--- config.mk ---
export PLATFORM = sky130hd
export DESIGN_NAME = uart_file_xfer
export DESIGN_NICKNAME = d
export VERILOG_FILES = /design/src/rtl/uart_file_xfer.sv
export SDC_FILE = /design/constraint.sdc
export NUM_CORES = 1
export LEC_CHECK = 0
export ABC_CLOCK_PERIOD_IN_PS = 5150
export CAP_MARGIN = 10
export CORE_MARGIN = 2
export CORE_UTILIZATION = 42
export CTS_BUF_LIST = sky130_fd_sc_hd__clkbuf_8
export DETAILED_ROUTE_END_ITERATION = 16
export PLACE_DENSITY = 0.67
export SLEW_MARGIN = 20
export SYNTH_ARGS = -nofsm -noshare
export SYNTH_HDL_FRONTEND = slang
export SYNTH_SLANG_ARGS = --single-unit
--- constraint.sdc ---
create_clock -name clk -period 5.15 [get_ports clk]
set_input_delay 0.7725 -clock clk [delete_from_list [all_inputs] [get_ports clk]]
set_output_delay 0.7725 -clock clk [all_outputs]
set_load 0.02 [all_outputs]
--- src/rtl/uart_file_xfer.sv ---
// uart_file_xfer: moves a size-prefixed byte stream between a UART byte channel and a 32-bit
// word memory port. Optional rx inactivity abort is built when FILE_XFER_TIMEOUT_EN is defined.
module uart_file_xfer #(
  parameter int ADDR_W         = 32,
  parameter int TIMEOUT_CYCLES = 1000000
) (
  input  logic              clk,
  input  logic              rst,
  input  logic              start_load,
  input  logic              start_dump,
  input  logic              start_finish,
  input  logic [ADDR_W-1:0] base_addr,
  input  logic [31:0]       dump_size,
  output logic              busy,
  output logic              done,
  output logic              error,
  output logic [31:0]       xfer_size,
  input  logic [7:0]        rx_data,
  input  logic              rx_valid,
  output logic              rx_ready,
  output logic [7:0]        tx_data,
  output logic              tx_valid,
  input  logic              tx_ready,
  output logic              mem_valid,
  output logic [ADDR_W-1:0] mem_addr,
  output logic [31:0]       mem_wdata,
  output logic [3:0]        mem_wstrb,
  input  logic [31:0]       mem_rdata,
  input  logic              mem_ready
);
  localparam logic [7:0] CMD_LOAD   = 8'h02;
  localparam logic [7:0] CMD_DUMP   = 8'h03;
  localparam logic [7:0] CMD_FINISH = 8'h04;

  typedef enum logic [3:0] {
    IDLE, SEND_CMD, RX_SIZE, RX_DATA, MEM_WR, TX_SIZE, MEM_RD, TX_DATA, DONE
  } state_t;

  typedef enum logic [1:0] {OP_LOAD, OP_DUMP, OP_FINISH} op_t;

  state_t            state, state_nx;
  op_t               op, op_nx;
  logic [ADDR_W-1:0] base, base_nx;
  logic [31:0]       cnt, cnt_nx, cnt_inc;
  logic [31:0]       rbuf, rbuf_nx;
  logic [31:0]       xfer_size_nx;
  logic              error_nx;
  logic [7:0]        tx_data_nx;
  logic              tx_valid_nx;
  logic              mem_valid_nx;
  logic [ADDR_W-1:0] mem_addr_nx;
  logic [31:0]       mem_wdata_nx;
  logic [3:0]        mem_wstrb_nx;
  logic              rx_hs, tx_hs;
  logic [1:0]        lane;

  // Strobe mask covering lanes 0..last_lane of a word.
  function automatic logic [3:0] lane_strb(input logic [1:0] last_lane);
    case (last_lane)
      2'd0:    return 4'h1;
      2'd1:    return 4'h3;
      2'd2:    return 4'h7;
      default: return 4'hF;
    endcase
  endfunction

  // Address of the word holding byte byte_idx; wraps modulo 2^ADDR_W.
  function automatic logic [ADDR_W-1:0] word_addr(input logic [ADDR_W-1:0] b,
                                                  input logic [31:0]       byte_idx);
    return b + ADDR_W'({byte_idx[31:2], 2'b00});
  endfunction

  assign rx_ready = (state == RX_SIZE) || (state == RX_DATA);
  assign rx_hs    = rx_valid && rx_ready;
  assign tx_hs    = tx_valid && tx_ready;
  assign lane     = cnt[1:0];
  assign cnt_inc  = cnt + 32'd1;

`ifdef FILE_XFER_TIMEOUT_EN
  logic [31:0] tmo, tmo_nx;
`else
  logic cfg_unused;
  assign cfg_unused = (TIMEOUT_CYCLES != 0);
`endif

  always_comb begin
    state_nx     = state;
    op_nx        = op;
    base_nx      = base;
    cnt_nx       = cnt;
    rbuf_nx      = rbuf;
    xfer_size_nx = xfer_size;
    error_nx     = error;
    tx_data_nx   = tx_data;
    tx_valid_nx  = tx_valid;
    mem_valid_nx = mem_valid;
    mem_addr_nx  = mem_addr;
    mem_wdata_nx = mem_wdata;
    mem_wstrb_nx = mem_wstrb;

    case (state)
      IDLE: begin
        if (start_load || start_dump || start_finish) begin
          base_nx     = base_addr & {{(ADDR_W-2){1'b1}}, 2'b00};
          error_nx    = 1'b0;
          cnt_nx      = '0;
          tx_valid_nx = 1'b1;
          state_nx    = SEND_CMD;
          if (start_load) begin
            op_nx        = OP_LOAD;
            tx_data_nx   = CMD_LOAD;
            xfer_size_nx = '0;
          end else if (start_dump) begin
            op_nx        = OP_DUMP;
            tx_data_nx   = CMD_DUMP;
            xfer_size_nx = dump_size;
          end else begin
            op_nx      = OP_FINISH;
            tx_data_nx = CMD_FINISH;
          end
        end
      end
      SEND_CMD: begin
        if (tx_hs) begin
          case (op)
            OP_LOAD: begin
              tx_valid_nx = 1'b0;
              state_nx    = RX_SIZE;
            end
            OP_DUMP: begin
              tx_data_nx = xfer_size[7:0];
              state_nx   = TX_SIZE;
            end
            default: begin
              tx_valid_nx = 1'b0;
              state_nx    = DONE;
            end
          endcase
        end
      end
      RX_SIZE: begin
        if (rx_hs) begin
          xfer_size_nx[{lane, 3'b000} +: 8] = rx_data;
          cnt_nx = cnt_inc;
          if (lane == 2'd3) begin
            cnt_nx   = '0;
            state_nx = ({rx_data, xfer_size[23:0]} == 32'd0) ? DONE : RX_DATA;
          end
        end
      end
      RX_DATA: begin
        if (rx_hs) begin
          // A new word starts clean so unused lanes of a partial word read as zero.
          if (lane == 2'd0) mem_wdata_nx = {24'h0, rx_data};
          else              mem_wdata_nx[{lane, 3'b000} +: 8] = rx_data;
          cnt_nx = cnt_inc;
          if (lane == 2'd3 || cnt_inc == xfer_size) begin
            mem_valid_nx = 1'b1;
            mem_addr_nx  = word_addr(base, cnt);
            mem_wstrb_nx = lane_strb(lane);
            state_nx     = MEM_WR;
          end
        end
      end
      MEM_WR: begin
        if (mem_ready) begin
          mem_valid_nx = 1'b0;
          mem_wstrb_nx = 4'h0;
          state_nx     = (cnt == xfer_size) ? DONE : RX_DATA;
        end
      end
      TX_SIZE: begin
        if (tx_hs) begin
          if (lane == 2'd3) begin
            tx_valid_nx = 1'b0;
            cnt_nx      = '0;
            if (xfer_size == 32'd0) begin
              state_nx = DONE;
            end else begin
              mem_valid_nx = 1'b1;
              mem_addr_nx  = base;
              mem_wstrb_nx = 4'h0;
              state_nx     = MEM_RD;
            end
          end else begin
            cnt_nx     = cnt_inc;
            tx_data_nx = xfer_size[{cnt_inc[1:0], 3'b000} +: 8];
          end
        end
      end
      MEM_RD: begin
        if (mem_ready) begin
          mem_valid_nx = 1'b0;
          rbuf_nx      = mem_rdata;
          tx_data_nx   = mem_rdata[{lane, 3'b000} +: 8];
          tx_valid_nx  = 1'b1;
          state_nx     = TX_DATA;
        end
      end
      TX_DATA: begin
        if (tx_hs) begin
          cnt_nx = cnt_inc;
          if (cnt_inc == xfer_size) begin
            tx_valid_nx = 1'b0;
            state_nx    = DONE;
          end else if (lane == 2'd3) begin
            tx_valid_nx  = 1'b0;
            mem_valid_nx = 1'b1;
            mem_addr_nx  = word_addr(base, cnt_inc);
            mem_wstrb_nx = 4'h0;
            state_nx     = MEM_RD;
          end else begin
            tx_data_nx = rbuf[{cnt_inc[1:0], 3'b000} +: 8];
          end
        end
      end
      DONE:    state_nx = IDLE;
      default: state_nx = IDLE;
    endcase

`ifdef FILE_XFER_TIMEOUT_EN
    // Idle rx cycles abort the transfer; words already written stay in memory.
    tmo_nx = '0;
    if (rx_ready && !rx_hs) begin
      if (tmo + 32'd1 >= 32'(TIMEOUT_CYCLES)) begin
        state_nx = DONE;
        error_nx = 1'b1;
      end else begin
        tmo_nx = tmo + 32'd1;
      end
    end
`endif
  end

  always_ff @(posedge clk) begin
    if (rst) begin
      state     <= IDLE;
      cnt       <= '0;
      busy      <= 1'b0;
      done      <= 1'b0;
      error     <= 1'b0;
      xfer_size <= '0;
      tx_data   <= '0;
      tx_valid  <= 1'b0;
      mem_valid <= 1'b0;
      mem_addr  <= '0;
      mem_wdata <= '0;
      mem_wstrb <= '0;
    end else begin
      state     <= state_nx;
      cnt       <= cnt_nx;
      busy      <= (state_nx != IDLE);
      done      <= (state_nx == DONE);
      error     <= error_nx;
      xfer_size <= xfer_size_nx;
      tx_data   <= tx_data_nx;
      tx_valid  <= tx_valid_nx;
      mem_valid <= mem_valid_nx;
      mem_addr  <= mem_addr_nx;
      mem_wdata <= mem_wdata_nx;
      mem_wstrb <= mem_wstrb_nx;
    end
  end

  always_ff @(posedge clk) begin
    op   <= op_nx;
    base <= base_nx;
    rbuf <= rbuf_nx;
  end

`ifdef FILE_XFER_TIMEOUT_EN
  always_ff @(posedge clk) begin
    if (rst) tmo <= '0;
    else     tmo <= tmo_nx;
  end
`endif

endmodule

==> qor.txt <==
Status -> finished clean
Wirelength per Cell -> 20.6 um
Drc violations -> 0
RSZ-0062 raised after global routing -> false
Type of origin of the critical path -> flop
Post-synth top area share -> 22.5%
Post-synth EDFFs -> 64
First-pass GRT wire length -> 69200 um
Max-slew violations -> 0
Total negative slack -> 0 ps
Dominant cell type by area after synthesis -> dfxtp_1
Setup repair bufs after CTS -> 0
DRT iter0 DRCs -> 1071
Via-to-Cell Ratio -> 5.84
Critical Path Sink -> mem_addr[31]$_SDFFE_PP0P_
Post-synthesis sequential area ratio -> 37.3%
Pwr Total -> 5030 uW
R2r setup slk -> 470 ps
Hold crit path type -> flop to flop
Pin count of the biggest net entering global routing -> 82
Buf/Inv on CP -> 0
Resize count post-CTS -> 0
Mapped Cells -> 1526
Cell family with most CP delay -> compound AO/OA/AOI/OAI gates
Maximum vdd drop -> 234 uV
Die Y -> 180 um
Clock root cell -> clkbuf_8
Num rows -> 64
Synth Cell Area -> 13000 sq um
Core ar. -> 30500 sq um
Period utilisation layout -> 90.9%
WL final -> 44100 um
FF-to-FF End -> mem_addr[31]$_SDFFE_PP0P_
Critical Path RT -> 5600 ps
Die ar. -> 32400 sq um
Fin nets -> 1861
Max incr delay on CP -> 610 ps
Worst Setup End Kind -> flop
Initial Util -> 42.6%
Ys async rst share -> 0%
Top post-synthesis cells by area -> dfxtp_1 22%, edfxtp_1 15%, nor2_1 6.4%
Final setup viols -> 0
DR vias -> 12500
Share of cells above drive strength 1 -> 9.00%
N_diodes -> 0
CTS tree -> yes
Avg Cell Area, Syn -> 8.51 sq um
Area Overhead vs Synth -> 26.1%
Global route overflow -> 0
Maximum fanout along the worst path -> 13
Vias in the first global route -> 12200
Multi-input logic area -> 7610 sq um
Worst-path clk slew -> 60 ps
WP depth -> 17
ANT nets after route -> 0
Commonest non-fill, non-tap cell in the layout -> clkdlybuf4s50_1
Final Skew -> 40.5 ps
Worst Reg-to-Reg Cells -> 17
FF-to-FF Start -> cnt[7]$_SDFFE_PP0P_
Die width -> 180 um
CTS Sinks -> 210
PortBufs -> 220
Antenna violations before repair -> 0
Crit-path slowest cell -> dfxtp_1
Fill cells -> 2811
Final GP Congestion -> 0.936
Num ports -> 226
Peak Freq -> 214 MHz
Longest Clk Path Bufs -> 3
Min Tclk post-route -> 4680 ps
Yosys warnings -> 0
Synth cell types -> 83
Maxcap violations -> 0
Count of final hold-check violations -> 0
CTS Hold Buffers Added -> 0
Leakage -> 0.00580 uW
Placed insts -> 2068
Critical path class -> flop to flop
Worst skew pair latency -> 570 ps
Commonest non-fill, non-tap cells in the layout -> 219 x clkdlybuf4s50_1, 217 x nor2_1, 146 x dfxtp_1, 127 x nand2_1, 119 x a21oi_1
Register bit total from synthesis -> 210
Final non-filler cell total -> 2140
Worst Max-Slew Pin Slew -> 1060 ps
CTS buffer count -> 39
Crit path DAT -> 5130 ps
Htree depth -> 2
Register area -> 4840 sq um
Crit path cell chain -> and4_1 -> nand2_1 -> nor2_1 -> and3_1 -> nand2_1 -> xnor2_1 -> ha_1 -> a21o_1 -> a2111oi_0 -> o31ai_1 -> a31o_2 -> o21ai_0 -> a31oi_1 -> a311oi_1 -> xnor2_1 -> or3_1 -> a311oi_1
Pre-antenna DRT Iters -> 5
Pwr Density -> 307 nW/um^2
Dpl hpwl -> 32200 um
All-Layer GR Usage -> 26.6%
Top_reg_cell synth -> dfxtp_1
Max transition margin -> 29.3%
Crit path from -> cnt[7]$_SDFFE_PP0P_
[worst min path at each step]
stage,depth (start not counted),to,start,slack [ps]
floorplan,2,cnt[31]$_SDFFE_PP0P_,cnt[31]$_SDFFE_PP0P_,490
global placement,2,mem_wdata[3]$_SDFFE_PP0P_,mem_wdata[3]$_SDFFE_PP0P_,440
detailed placement,2,mem_wdata[2]$_SDFFE_PP0P_,mem_wdata[2]$_SDFFE_PP0P_,450
CTS,2,mem_wdata[3]$_SDFFE_PP0P_,mem_wdata[3]$_SDFFE_PP0P_,450
global route,2,mem_wdata[1]$_SDFFE_PP0P_,mem_wdata[1]$_SDFFE_PP0P_,480
finish,2,mem_wdata[0]$_SDFFE_PP0P_,mem_wdata[0]$_SDFFE_PP0P_,450
[flip-flops by register name, summed over array words and instances, names as in the netlist]
signal and flops:
mem_valid 1, busy 1, mem_addr 30, rbuf 32, state 4, mem_wdata 32
mem_wstrb 4, xfer_size 32, tx_data 8, cnt 32, done 1, base 30
tx_valid 1, op 2
[report_power, final]
group	internal (uW)	switching [uW]
Sequential	1850	219
Combinational	547	725
Clock	932	751
[synthesized netlist by cell type, types with 17 or more instances]
cell type  instances
a21oi_1          119
a22oi_1           26
nand3b_1          20
xor2_1            37
nor4_1            23
clkbuf_1          84
o21ai_0           74
edfxtp_1          64
dfxtp_1          146
buf_2             17
nor3_1            23
nand2_1          127
a211oi_1          38
nor2b_1           23
ha_1              35
mux4_2            24
inv_1             19
or3_1             28
nand2b_1          17
nand3_1           67
mux2i_1           18
a311oi_1          34
xnor2_1           58
nor2_1           220
[logic make-up (layout without fill, tap and decap cells)]
logic type | after synthesis | after routing | synth area share, %
and+or+nand+nor | 625 | 625 | 23.8
buffers and inverters | 141 | 357 | 4.59
DFF | 210 | 210 | 37.3
muxes | 43 | 43 | 5.66
xor gates and xnor gates | 96 | 96 | 6.53
AOI/OAI and AO/OA | 374 | 374 | 18.6
adders and majority gates | 36 | 36 | 3.52
other | 1 | 3 | 0.0289
[metal layers]
layer | GRT usage [%] | up-vias | share of wire (%)
met5 | 0 | - | 0
met4 | 7.48 | 0 | 2.2
met3 | 5.47 | 77 | 8.1
met2 | 43.2 | 551 | 46
met1 | 35.8 | 5886 | 44
li1 | - | 5983 | -
[per-stage QoR]
stage / utilization (%) / setup slack (ps) / hold WS (ps) / cell area (sq um)
detailed placement: 51.0 / 513 / 447 / 15600
global placement: 51.0 / 569 / 440 / 15600
global route: 53.7 / 98.5 / 478 / 16400
floorplan: - / 392 / 493 / 13000
finish: 53.7 / 470 / 453 / 16400
CTS: 53.6 / 497 / 454 / 16400
[worst register-to-register path, stage by stage, from the launching register on]
cell and delay [ps]:
dfxtp_1 610, and4_1 450, nand2_1 140, nor2_1 270, and3_1 250, nand2_1 80
xnor2_1 130, ha_1 350, a21o_1 200, a2111oi_0 360, o31ai_1 160, a31o_2 270
o21ai_0 150, a31oi_1 130, a311oi_1 320, xnor2_1 150, or3_1 320, a311oi_1 250
[area by class of cell]
type,instances,share of cell area (%)
multi-input cells,1177,46.5
clock buffers,43,3.61
flip-flops and latches,210,29.6
inverters,20,0.458
well taps,396,3.03
clock inverters,29,1.37
repair buffers,265,15.5
Note: power is estimated with default switching activity, not from simulation.
